File: src/rtl/output_unit_rr.sv
// Router output port: round-robin switch arbitration with wormhole packet lock, DEPTH-entry
// output FIFO and req/ack downstream link. Define OUTPUT_UNIT_PERF_CNT_EN for saturating flit/stall counters.
module output_unit_rr #(
  parameter int NUM_IN = 5,
  parameter int FLIT_W = 34,
  parameter int DEPTH  = 4,
  parameter int CNT_W  = 16
) (
  input  logic                     clk,
  input  logic                     reset,
  input  logic [NUM_IN-1:0]        i_req,
  input  logic [NUM_IN*FLIT_W-1:0] i_flit,
  output logic [NUM_IN-1:0]        o_ack,
  output logic                     o_ds_req,
  output logic [FLIT_W-1:0]        o_ds_flit,
  input  logic                     i_ds_ack,
  output logic [NUM_IN-1:0]        o_owner,
  output logic [1:0]               o_port_status,
  output logic [$clog2(DEPTH):0]   o_occupancy,
  output logic                     o_proto_err,
  output logic [CNT_W-1:0]         o_flit_cnt,
  output logic [CNT_W-1:0]         o_stall_cnt
);

  localparam int IDX_W = (NUM_IN > 1) ? $clog2(NUM_IN) : 1;
  localparam int PTR_W = $clog2(DEPTH);
  localparam int OCC_W = PTR_W + 1;

  localparam logic [1:0] TYPE_HEAD     = 2'b10;
  localparam logic [1:0] TYPE_TAIL     = 2'b01;
  localparam logic [1:0] TYPE_HEADTAIL = 2'b11;

  localparam logic [1:0] STATUS_FREE    = 2'b00;
  localparam logic [1:0] STATUS_BUSY    = 2'b01;
  localparam logic [1:0] STATUS_STALLED = 2'b10;

  typedef enum logic [0:0] {ST_IDLE = 1'b0, ST_LOCKED = 1'b1} state_t;

  function automatic logic [1:0] flit_type(input logic [FLIT_W-1:0] flit);
    return flit[FLIT_W-1 -: 2];
  endfunction

  function automatic logic opens_packet(input logic [1:0] ftype);
    return (ftype == TYPE_HEAD) || (ftype == TYPE_HEADTAIL);
  endfunction

  state_t              state_r, state_next_s;
  logic [NUM_IN-1:0]   owner_r, owner_next_s;
  logic [IDX_W-1:0]    owner_idx_r, owner_idx_next_s;
  logic [IDX_W-1:0]    rr_ptr_r, rr_ptr_next_s, grant_s;
  logic [IDX_W:0]      cand_s;
  logic                found_s;
  logic                proto_err_r, proto_err_next_s;
  logic [1:0]          status_r, status_next_s;
  logic [FLIT_W-1:0]   mem_r [DEPTH];
  logic [PTR_W-1:0]    wr_ptr_r, rd_ptr_r;
  logic [OCC_W-1:0]    count_r, count_next_s;
  logic [NUM_IN-1:0]   ack_s, elig_s, bad_req_s;
  logic                push_s, pop_s, full_s, ds_req_s;
  logic [FLIT_W-1:0]   push_flit_s;
  logic [FLIT_W-1:0]   lane_s [NUM_IN];

  for (genvar g = 0; g < NUM_IN; g++) begin : g_lane
    assign lane_s[g]    = i_flit[g*FLIT_W +: FLIT_W];
    assign elig_s[g]    = i_req[g] & opens_packet(flit_type(lane_s[g]));
    assign bad_req_s[g] = i_req[g] & ~opens_packet(flit_type(lane_s[g]));
  end

  assign ds_req_s = (count_r != '0);
  assign full_s   = (count_r == OCC_W'(DEPTH));
  assign pop_s    = ds_req_s & i_ds_ack;

  // Arbitration, packet lock and protocol-error detection
  always_comb begin
    ack_s            = '0;
    push_s           = 1'b0;
    push_flit_s      = '0;
    grant_s          = '0;
    found_s          = 1'b0;
    cand_s           = '0;
    state_next_s     = state_r;
    owner_next_s     = owner_r;
    owner_idx_next_s = owner_idx_r;
    rr_ptr_next_s    = rr_ptr_r;
    proto_err_next_s = proto_err_r;
    if (reset) begin
      ack_s = '0;
    end else begin
      case (state_r)
        ST_IDLE: begin
          // cyclic search for the first eligible requester at or after rr_ptr
          for (int k = 0; k < NUM_IN; k++) begin
            cand_s = {1'b0, rr_ptr_r} + (IDX_W+1)'(k);
            if (cand_s >= (IDX_W+1)'(NUM_IN)) begin
              cand_s = cand_s - (IDX_W+1)'(NUM_IN);
            end else begin
              cand_s = cand_s;
            end
            if (!found_s && elig_s[cand_s[IDX_W-1:0]]) begin
              found_s = 1'b1;
              grant_s = cand_s[IDX_W-1:0];
            end else begin
              found_s = found_s;
            end
          end
          if (found_s && !full_s) begin
            ack_s[grant_s] = 1'b1;
            push_s         = 1'b1;
            push_flit_s    = lane_s[grant_s];
            rr_ptr_next_s  = (grant_s == IDX_W'(NUM_IN - 1)) ? '0 : grant_s + IDX_W'(1);
            if (flit_type(lane_s[grant_s]) == TYPE_HEAD) begin
              state_next_s     = ST_LOCKED;
              owner_next_s     = NUM_IN'(1) << grant_s;
              owner_idx_next_s = grant_s;
            end else begin
              state_next_s = ST_IDLE;
            end
          end else begin
            push_s = 1'b0;
          end
          if (|bad_req_s) begin
            proto_err_next_s = 1'b1;
          end else begin
            proto_err_next_s = proto_err_r;
          end
        end
        ST_LOCKED: begin
          if (i_req[owner_idx_r] && !full_s) begin
            ack_s[owner_idx_r] = 1'b1;
            push_s             = 1'b1;
            push_flit_s        = lane_s[owner_idx_r];
            if (flit_type(lane_s[owner_idx_r]) == TYPE_TAIL) begin
              state_next_s     = ST_IDLE;
              owner_next_s     = '0;
              owner_idx_next_s = '0;
            end else if (opens_packet(flit_type(lane_s[owner_idx_r]))) begin
              proto_err_next_s = 1'b1;
            end else begin
              state_next_s = ST_LOCKED;
            end
          end else begin
            push_s = 1'b0;
          end
        end
        default: begin
          state_next_s     = ST_IDLE;
          owner_next_s     = '0;
          owner_idx_next_s = '0;
        end
      endcase
    end
  end

  // Next occupancy and next port status
  always_comb begin
    count_next_s  = count_r;
    status_next_s = STATUS_FREE;
    case ({push_s, pop_s})
      2'b10:   count_next_s = count_r + OCC_W'(1);
      2'b01:   count_next_s = count_r - OCC_W'(1);
      default: count_next_s = count_r;
    endcase
    if ((owner_next_s != '0) && ((i_req & owner_next_s) != '0) &&
        (count_next_s == OCC_W'(DEPTH))) begin
      status_next_s = STATUS_STALLED;
    end else if (owner_next_s != '0) begin
      status_next_s = STATUS_BUSY;
    end else begin
      status_next_s = STATUS_FREE;
    end
  end

  // Control, status and FIFO pointer registers
  always_ff @(posedge clk) begin
    if (reset) begin
      state_r     <= ST_IDLE;
      owner_r     <= '0;
      owner_idx_r <= '0;
      rr_ptr_r    <= '0;
      proto_err_r <= 1'b0;
      status_r    <= STATUS_FREE;
      wr_ptr_r    <= '0;
      rd_ptr_r    <= '0;
      count_r     <= '0;
    end else begin
      state_r     <= state_next_s;
      owner_r     <= owner_next_s;
      owner_idx_r <= owner_idx_next_s;
      rr_ptr_r    <= rr_ptr_next_s;
      proto_err_r <= proto_err_next_s;
      status_r    <= status_next_s;
      count_r     <= count_next_s;
      if (push_s) wr_ptr_r <= wr_ptr_r + PTR_W'(1);
      if (pop_s)  rd_ptr_r <= rd_ptr_r + PTR_W'(1);
    end
  end

  // FIFO storage; contents are don't-care while empty since the output is masked
  always_ff @(posedge clk) begin
    if (push_s) mem_r[wr_ptr_r] <= push_flit_s;
  end

  assign o_ack         = ack_s;
  assign o_ds_req      = ds_req_s;
  assign o_ds_flit     = ds_req_s ? mem_r[rd_ptr_r] : '0;
  assign o_owner       = owner_r;
  assign o_port_status = status_r;
  assign o_occupancy   = count_r;
  assign o_proto_err   = proto_err_r;

`ifdef OUTPUT_UNIT_PERF_CNT_EN
  logic [CNT_W-1:0] flit_cnt_r, stall_cnt_r;

  // Saturating transfer and stall counters
  always_ff @(posedge clk) begin
    if (reset) begin
      flit_cnt_r  <= '0;
      stall_cnt_r <= '0;
    end else begin
      if (pop_s && (flit_cnt_r != {CNT_W{1'b1}})) flit_cnt_r <= flit_cnt_r + CNT_W'(1);
      if (ds_req_s && !i_ds_ack && (stall_cnt_r != {CNT_W{1'b1}}))
        stall_cnt_r <= stall_cnt_r + CNT_W'(1);
    end
  end

  assign o_flit_cnt  = flit_cnt_r;
  assign o_stall_cnt = stall_cnt_r;
`else
  assign o_flit_cnt  = '0;
  assign o_stall_cnt = '0;
`endif

endmodule

File: config.mk
export PLATFORM = sky130hd
export DESIGN_NAME = output_unit_rr
export DESIGN_NICKNAME = d
export VERILOG_FILES = /design/src/rtl/output_unit_rr.sv
export SDC_FILE = /design/constraint.sdc
export NUM_CORES = 1
export LEC_CHECK = 0
export CORE_MARGIN = 5
export CORE_UTILIZATION = 25
export CTS_CLUSTER_SIZE = 40
export DETAILED_ROUTE_END_ITERATION = 10
export DONT_BUFFER_PORTS = 1
export PLACE_DENSITY_LB_ADDON = 0.15
export SKIP_CTS_REPAIR_TIMING = 1
export SLEW_MARGIN = 20
export SYNTH_ARGS = -nofsm -noshare
export SYNTH_HDL_FRONTEND = slang
export SYNTH_SLANG_ARGS = --single-unit
File: constraint.sdc
create_clock -name clk -period 7.25 [get_ports clk]
set_input_delay 2.175 -clock clk [delete_from_list [all_inputs] [get_ports clk]]
set_output_delay 2.175 -clock clk [all_outputs]
set_load 0.05 [all_outputs]
==> flow_metrics.py, run 1 <==
metrics = {
    "critical_path": {
        "critical_r2r_capture": "o_port_status[0]$_SDFF_PP0_",
        "critPathCaptureType": "output port",
        "critical_path_required_ps": 5080,
        "r2r.worst_path.cells": 22,
        "worstSetupStartpointType": "input port",
        "crit_path_max_fanout": 6,
        "regToRegStartpoint": "rr_ptr_r[1]$_SDFFE_PP0P_",
        "r2r_setup_slack_ps": 1280,
        "worstPathArrival_ps": 4700,
        "setup.worst_path.class": "input port to output port",
    },
    "final_layout": {
        "finalNetCount": 1289,
        "drive_above_1_share": 0.172,
        "flow.area_growth_from_synthesis_pct": 11.6,
        "instances_no_fill": 1705,
        "postLayoutCoreUtil": 0.281,
    },
    "pwr": {
        "cellLeakagePower_nw": 4.23,
        "ir_drop_mv": 0.436,
        "power.density_cell_area_nw_per_um2": 614,
    },
    "route": {
        "detail_route.vias_per_cell": 5.21,
        "detail_route.wirelength_mm": 41.3,
        "detailedRoute.firstPassIterationCount": 7,
        "drc": 0,
        "drtIter0Drc": 535,
        "count_of_nets_left_with_antenna_violations_after_detail_routing": 0,
        "vias": 8887,
        "routed_wire_length_per_instance_um": 24.2,
    },
    "placement": {
        "place_congestion": 0.839,
        "io_buffers": 0,
        "numPlacedInstances": 1672,
        "dp_hpwl_mm": 29.5,
        "pre_cts_ws_ps": 392,
    },
    "clocking": {
        "clock_tree_from_tritoncts": "done",
        "cts.root.buffer_cell": "sky130_fd_sc_hd__clkbuf_16",
        "max-clock-path-buffers": 2,
        "clk_pin_slew_worst_paths_ps": 60,
        "cts-htree-levels": 4,
        "cts_inserted_buffers": 17,
        "tritoncts_num_sinks": 160,
        "clock_latency_reported_for_the_late_side_of_the_worst_skew_pair_ps": 430,
    },
    "die": {
        "initial_core_util": 0.252,
        "die_h_um": 224,
        "row_count": 78,
        "fp.dieArea_um2": 50000,
        "floorplan.core_area_um2": 45300,
        "design.portCount": 261,
        "die_width_um": 224,
    },
    "sta": {
        "final.period_utilization": 0.948,
        "hold_slack_ps": 546,
        "worst-slew-pin-transition_ps": 1120,
        "report.final.hold_viol_count": 0,
        "maxSlewViolCount": 0,
        "fin_skew_ps": 13.1,
        "finalSetupViolations": 0,
        "fin_setup_tns_ps": 0,
        "rsz0062_at_grt": "false",
        "period_minus_slack_ps": 6870,
        "finalWorstSetupSlack_ps": 377,
        "slew_headroom": 0.254,
        "achievable-frequency_mhz": 145,
    },
    "min_path": {
        "timing.hold.worst.start": "rd_ptr_r[1]$_SDFFE_PP0P_",
        "min_path_cells": 2,
        "hp-class": "register to register",
    },
    "logic_synthesis": {
        "synth.cell_area_um2": 11400,
        "syn-mean-instance-area_um2": 10.3,
        "synth.top_cell.area_share": 0.358,
        "synth.area.top_cells": "sky130_fd_sc_hd__edfxtp_1 (36%), sky130_fd_sc_hd__mux2i_1 (7.5%), sky130_fd_sc_hd__mux4_2 (6.9%)",
        "async_flop_share": 0,
        "synthFlopType": "sky130_fd_sc_hd__edfxtp_1",
        "synth-edff-count": 136,
        "synth_seq_cells": 160,
        "postSynthCellCount": 1112,
        "synth_warnings": 0,
        "synth_largest_area_cell": "sky130_fd_sc_hd__edfxtp_1",
        "post_synth_num_cell_types": 84,
        "proportion_of_synthesized_chip_area_in_sequential_cells": 0.400,
    },
    "flow_run": {
        "cap_violations": 0,
    },
    "grt": {
        "antenna_found_initial": 1,
        "grt_first_pass_wirelength_mm": 61.0,
        "globalRouteTotalUtil": 0.159,
        "grt-ovfl-total": 0,
        "grt_start_max_net_pins": 81,
        "first_global_vias": 9182,
    },
    "run_status": {
        "run_status": "finished, final reports clean",
    },
}
[where the power goes]
part	internal, mW	total, mW	leakage [nW]	switching [mW]
combinational	1.80	5.22	2.48	3.42
clock	0.519	0.915	0.290	0.396
sequential	1.49	1.68	1.46	0.198
total	3.81	7.82	4.23	4.01
[sequential cells by signal, summed over array words and instances, names as in the netlist, named ones only]
| signal | flops |
|---|---|
| owner_idx_r | 3 |
| o_proto_err | 1 |
| o_occupancy | 3 |
| rr_ptr_r | 3 |
| wr_ptr_r | 2 |
| o_owner | 5 |
| state_r | 1 |
| rd_ptr_r | 2 |
| mem_r | 136 |
| o_port_status | 2 |
[how the worst max path moves through the flow]
stage	startpoint	to	cells past startpoint
after floorplan	i_req[3]	o_ack[3]	15
after global placement	i_req[1]	o_ack[3]	12
after detailed placement	i_flit[33]	o_ack[3]	12
after CTS	i_req[0]	o_ack[3]	12
after global routing	i_req[0]	o_ack[3]	12
final	i_req[0]	o_ack[3]	12
[worst max-delay path, cell delays in order]
cell and delay (ps):
sky130_fd_sc_hd__nand3_1 80, sky130_fd_sc_hd__o21ai_1 110, sky130_fd_sc_hd__mux4_2 500, sky130_fd_sc_hd__and2_1 220, sky130_fd_sc_hd__or4b_2 610, sky130_fd_sc_hd__nand2_1 160
sky130_fd_sc_hd__a2bb2oi_4 160, sky130_fd_sc_hd__inv_2 50, sky130_fd_sc_hd__nor3_1 200, sky130_fd_sc_hd__a31oi_1 80, sky130_fd_sc_hd__nor2_2 190, sky130_fd_sc_hd__buf_12 160
[cell families after synthesis]
logic type	synth area share
adder cells (fa/ha/maj)	0.0232
other	0.000328
multiplexers	0.167
XOR/XNOR	0.00690
flip-flops	0.400
AO/OA/AOI/OAI	0.201
AND/OR/NAND/NOR	0.137
buffers and inverters	0.0640
[metrics by stage]
stage | instance area (um2) | power (mW)
after detailed placement | 12100 | 6.98
after global routing | 12700 | 8.34
after global placement | 12100 | 7.00
final | 12700 | 7.82
after CTS | 12700 | 7.92
after floorplan | 11600 | 5.52
[cells in the mapped netlist (all sizes together), types with 18 or more instances]
cell type / n
mux2: 24
mux2i: 85
a221o: 22
mux4: 35
o21ai: 26
o221ai: 25
inv: 25
buf: 58
clkbuf: 62
and2: 41
nand2b: 47
edfxtp: 136
nand2: 64
dfxtp: 24
nor2b: 18
ha: 18
a21oi: 142
nor2: 69
[final cells by class]
cell class                 count  area [um2]
sequential                   160        4570
fill                        4784       32500
tap                          600         751
inverter                      25        93.8
timing repair buffer          49         418
clock buffer                  17         425
antenna                        2        5.00
multi-input combinational    838        6300
clock inverter                14         179
[routing by layer]
layer  global-route usage  part of all wire
met5                    0                 0
met4               0.0362             0.014
met3               0.0436             0.068
met2                0.274              0.49
met1                0.201              0.43
[layout by cell type, fill, tap and decap left out, types with 5 or more instances in the layout]
cell type and n:
sky130_fd_sc_hd__a221o_1 22, sky130_fd_sc_hd__mux2i_1 85, sky130_fd_sc_hd__mux2_2 24, sky130_fd_sc_hd__and3_1 5, sky130_fd_sc_hd__buf_4 45, sky130_fd_sc_hd__inv_2 5
sky130_fd_sc_hd__edfxtp_1 136, sky130_fd_sc_hd__nor2_1 61, sky130_fd_sc_hd__or4_1 5, sky130_fd_sc_hd__nor2_4 5, sky130_fd_sc_hd__and2_1 37, sky130_fd_sc_hd__nand2b_1 47
sky130_fd_sc_hd__a21oi_1 137, sky130_fd_sc_hd__ha_1 18, sky130_fd_sc_hd__nand3_1 16, sky130_fd_sc_hd__o211ai_1 5, sky130_fd_sc_hd__nor2b_1 16, sky130_fd_sc_hd__o22ai_1 16
sky130_fd_sc_hd__mux4_2 35, sky130_fd_sc_hd__a221oi_1 12, sky130_fd_sc_hd__nor3_1 9, sky130_fd_sc_hd__conb_1 32, sky130_fd_sc_hd__xnor2_1 5, sky130_fd_sc_hd__inv_1 20
sky130_fd_sc_hd__a22oi_1 11, sky130_fd_sc_hd__nand2_1 64, sky130_fd_sc_hd__clkbuf_16 17, sky130_fd_sc_hd__o21ai_0 21, sky130_fd_sc_hd__dfxtp_1 19, sky130_fd_sc_hd__a21oi_2 5
sky130_fd_sc_hd__a31oi_1 13, sky130_fd_sc_hd__o221ai_1 24, sky130_fd_sc_hd__a211oi_1 8
No activity file was read; power rests on OpenSTA's default activity.
==> run 2: changes to the inputs <==
CORE_ASPECT_RATIO = 1.2   (was unset)
MAX_ROUTING_LAYER = met4   (was unset)
==> run 2 against run 1 <==
Against the previous run:
- clock power is 1% lower
- largest cell class unchanged
- utilization is 0.22 points higher
- die area hardly changed
- critical path depth stayed put
- final cell count is 0.70% higher
- wire length is 1.4% higher
- global-route usage is 0.74 points higher
- clock skew is 1.5 ps lower
- sequential share of layout area hardly changed
- clock-buffer cell count stayed put
- sequential power hardly changed
- combinational power is 1% higher
==> flow_metrics.py, run 2 (synthesis results as in run 1) <==
metrics = {
    "final_layout": {
        "largest-register": "mem_r",
        "nFillCells": 4777,
        "most-common-layout-cells": "sky130_fd_sc_hd__a21oi_1 (137), sky130_fd_sc_hd__edfxtp_1 (136), sky130_fd_sc_hd__mux2i_1 (85)",
        "area_occupied_by_multi_input_gates_um2": 6300,
        "largest_register_ffs": 136,
        "flow.area_growth_from_synthesis_pct": 11.7,
        "drive_above_1_share": 0.175,
        "layout.cells.most_common": "sky130_fd_sc_hd__a21oi_1",
        "finalNetCount": 1293,
        "instances_no_fill": 1717,
        "final-seq-area_um2": 4570,
        "n_antenna_cell": 0,
    },
    "sta": {
        "fin_setup_tns_ps": 0,
        "worst-slew-pin-transition_ps": 1030,
        "achievable-frequency_mhz": 141,
        "report.final.hold_viol_count": 0,
        "fin_skew_ps": 11.6,
        "final.period_utilization": 0.980,
        "rsz0062_at_grt": "false",
        "finalSetupViolations": 0,
        "maxSlewViolCount": 0,
        "period_minus_slack_ps": 7110,
        "slew_headroom": 0.312,
    },
    "critical_path": {
        "critical_path_required_ps": 5080,
        "timing.critical_path.buf_inv": 2,
        "setup.worst_path.class": "input port to output port",
        "critical_r2r_capture": "o_port_status[0]$_SDFF_PP0_",
        "critPathCaptureType": "output port",
        "crit_path_max_fanout": 15,
        "path_delay_family": "simple AND/OR/NAND/NOR gates",
        "worstPathArrival_ps": 4930,
        "r2r.worst_path.cells": 22,
        "slowest_stage": "sky130_fd_sc_hd__or4b_2",
        "worst_path_largest_cell_delay_ps": 610,
        "worstSetupStartpointType": "input port",
        "r2r_setup_slack_ps": 1600,
        "worstPathCellList": "nand2_1, o21ai_0, mux4_2, and2_1, or4b_2, nand2_1, a2bb2oi_4, buf_4, nor3_4, a22oi_1, nor2_2, buf_4",
        "regToRegStartpoint": "rr_ptr_r[1]$_SDFFE_PP0P_",
    },
    "die": {
        "fp.dieArea_um2": 50100,
        "die_h_um": 244,
        "initial_core_util": 0.254,
        "row_count": 85,
        "design.portCount": 261,
        "floorplan.core_area_um2": 45000,
        "die_width_um": 205,
    },
    "clocking": {
        "tritoncts_num_sinks": 160,
        "clk_pin_slew_worst_paths_ps": 70,
        "cts.root.buffer_cell": "sky130_fd_sc_hd__clkbuf_16",
        "clock_latency_reported_for_the_late_side_of_the_worst_skew_pair_ps": 440,
        "max-clock-path-buffers": 2,
        "cts_inserted_buffers": 17,
        "cts-htree-levels": 4,
        "clock_tree_from_tritoncts": "done",
    },
    "pwr": {
        "power.density_cell_area_nw_per_um2": 615,
        "cellLeakagePower_nw": 4.25,
        "ir_drop_mv": 0.293,
        "power_mw": 7.84,
    },
    "route": {
        "drtIter0Drc": 566,
        "vias": 8981,
        "detail_route.wirelength_mm": 41.9,
        "detail_route.vias_per_cell": 5.23,
        "count_of_nets_left_with_antenna_violations_after_detail_routing": 0,
        "routed_wire_length_per_instance_um": 24.4,
        "drc": 0,
        "detailedRoute.firstPassIterationCount": 5,
    },
    "placement": {
        "numPlacedInstances": 1685,
        "io_buffers": 0,
        "place_congestion": 0.843,
        "dp_hpwl_mm": 29.3,
    },
    "min_path": {
        "timing.hold.worst.start": "rd_ptr_r[1]$_SDFFE_PP0P_",
        "min_path_cells": 2,
        "hp-class": "register to register",
    },
    "run_status": {
        "run_status": "finished, final reports clean",
    },
    "grt": {
        "grt_start_max_net_pins": 84,
        "grt-ovfl-total": 0,
        "grt_first_pass_wirelength_mm": 61.1,
        "antenna_found_initial": 0,
        "first_global_vias": 9248,
        "globalRouteTotalUtil": 0.167,
    },
    "flow_run": {
        "cap_violations": 0,
    },
}
[run 2: changes by cell type in the layout (fill, tap and decap cells not counted), sizes merged]
| cell | change |
|---|---|
| inv | +3 |
| diode | -2 |
| buf | +4 |
| bufinv | -1 |
| clkinv | -1 |
[run 2: worst reg2reg max path: cells and delay by family (launching register included)]
| kind | cells | cell delay (ps) |
|---|---|---|
| compound gates | 4 | 790 |
| xor+xnor | 2 | 410 |
| fa+ha+maj | 3 | 1180 |
| buf+inv | 5 | 630 |
| flops | 1 | 560 |
| mux | 1 | 470 |
| simple gates | 7 | 1520 |
[run 2: layer usage]
metal	GRT usage	wire length (um)	vias to the layer above
met5	-	0	-
met4	0.0481	958	0
met3	0.0405	2950	42
met2	0.288	21300	281
met1	0.193	16600	4501
li1	-	-	4157
[run 2: cell type report]
| type | count | area share |
|---|---|---|
| tap | 609 | 0.0597 |
| clock buffer | 17 | 0.0333 |
| clock inverter | 15 | 0.0133 |
| timing repair buffer | 53 | 0.0341 |
| multi-input combinational | 838 | 0.494 |
| sequential | 160 | 0.358 |
| inverter | 25 | 0.00736 |
[run 2: worst max-delay path by stage]
stage	endpoint	startpoint	depth (start not counted)	slack (ps)
after floorplan	o_ack[3]	i_req[3]	15	-90
after global placement	o_ack[4]	i_req[1]	12	170
after detailed placement	o_ack[4]	i_req[1]	12	170
after CTS	o_ack[4]	i_req[1]	12	160
after global routing	o_ack[3]	i_req[1]	13	20
final	o_ack[4]	i_req[1]	12	140
[run 2: through the flow]
stage               utilization  hold WS (ps)  area, um2  worst slack, ps
finish                    0.284           536      12800              142
detailed placement        0.270           521      12200              169
floorplan                     -           485      11600            -94.5
global route              0.284           574      12800             15.7
CTS                       0.283           544      12800              161
global placement          0.270           513      12200              172
[run 2: power by group]
group	internal (mW)	switching (mW)	total (mW)
logic	1.83	3.43	5.27
registers	1.49	0.189	1.68
clock network	0.491	0.411	0.902
total	3.81	4.03	7.84
==> variant, RTL diff (flow settings as in run 2) <==
Change the parameter `NUM_IN` from 5 to 6.
--- a/src/rtl/output_unit_rr.sv
+++ b/src/rtl/output_unit_rr.sv
@@ -2,5 +2,5 @@
 // output FIFO and req/ack downstream link. Define OUTPUT_UNIT_PERF_CNT_EN for saturating flit/stall counters.
 module output_unit_rr #(
-  parameter int NUM_IN = 5,
+  parameter int NUM_IN = 6,
   parameter int FLIT_W = 34,
   parameter int DEPTH  = 4,
Ports: changed (resized i_flit, i_req, o_ack and o_owner); port bits go from 261 to 298. The function was not compared with the original's and may differ.
==> variant against run 2 <==
  * Wire length increased by 0.55%
  * Die area increased by 1.7%
  * Critical path type unchanged
  * Final area increased by 1.0%
  * Worst hold slack got worse by 35 ps
  * Via count decreased by 3.5%
  * Area after synthesis increased by 1.8%
  * Sequential cell count increased by 1
  * Largest cell class unchanged
  * Setup slack improved by 69 ps
Power is left out: the tool's default activity adds up to more than one toggle a clock period on the data nets, which glitch-free logic cannot reach.
==> variant: results (changes against run 2) <==
metric;value;unit;change
outcome;finished clean;;
drt wl/cell;24.7;um;+1.4%
Non-clk invs;56;;+120%
GRT Util Overall;16.6;%;-0.10 points
Crit Path Max Fanout;7;;-8
worst rel slew slack;35.1;%;+3.9 points
NonClk Buf Share;2.47;%;-0.95 points
clk tree area frac;4.42;%;-0.25 points
FF-to-FF path depth;16;;-27%
Nets;1302;;+0.70%
first-pass GRT wire length;61000;um;-0.13%
Vias;8665;;-3.5%
Post-DP HPWL;31700;um;+8.1%
multi-input gate count;799;;-4.7%
worst stage delay on the critical path;570;ps;-40 ps
list of most frequent post-synthesis cells;mux2i_1, edfxtp_1, nand2_1;;
delay-heaviest family, CP;compound AO/OA/AOI/OAI gates;;
RD Place Congestion;0.875;;+3.7%
Slowest-stage cell, CP;or4_1;;
vias in the first global route;8988;;-2.8%
main area contributors after synthesis;edfxtp_1, mux4_2, mux2i_1;;
Worst Clk Skew;8.42;ps;-3.16 ps
drt first pass iters;7;;+2
arrival time at the worst endpoint;4860;ps;-70 ps
register area;4590;sq um;+0.44%
1st-iter DRT viols;407;;-28%
==> variant: cell count changes in the layout (fill, tap and decap cells not counted), sizes merged, moves of 24 or more <==
cell	change
a21oi	-110
inv	+32
nand2	+30
nand2b	-39
mux2i	+56
mux4	+33
nand3	+30
a22oi	+25
o221ai	-24
==> variant: routing by layer <==
metal | track usage (%) | part of all wire, %
met1 | 21.3 | 43
met2 | 26.4 | 49
met3 | 3.82 | 5.5
met4 | 4.65 | 2.1
met5 | - | 0
==> variant: worst paths after layout <==
check / startpoint / slack, ps / to
max: i_req[2] / 210 / o_ack[0]
min: wr_ptr_r[1] / 500 / wr_ptr_r[1]
max reg2reg: rr_ptr_r[0] / 1590 / o_port_status[0]
min reg2reg: wr_ptr_r[1] / 500 / wr_ptr_r[1]
==> variant: tightest hold or removal path, cell delays in order (launching register included) <==
cell     delay [ps]
dfxtp_1         340
nand2_1          70
a21oi_1          50
==> variant: kinds of logic (layout without fill, tap and decap cells) <==
logic type,count (synthesis),after routing,synth area share [%]
xor+xnor,13,13,0.980
mux,212,212,25.7
simple gates,317,317,13.1
flops,161,161,39.5
fa+ha+maj,15,15,1.68
other cells,1,32,0.0323
compound gates,210,210,12.3
buf+inv,174,127,6.87
==> variant: metrics by stage <==
step | cells | cell area (sq um) | setup slack [ps] | utilization [%] | hold slack (ps)
global route | 1703 | 12900 | 149 | 28.1 | 523
detailed placement | 1671 | 12300 | 227 | 26.8 | 494
global placement | 1671 | 12300 | 227 | 26.8 | 477
floorplan | 1134 | 11800 | -47.2 | - | 465
CTS | 1703 | 12900 | 222 | 28.1 | 501
finish | 1703 | 12900 | 211 | 28.1 | 501
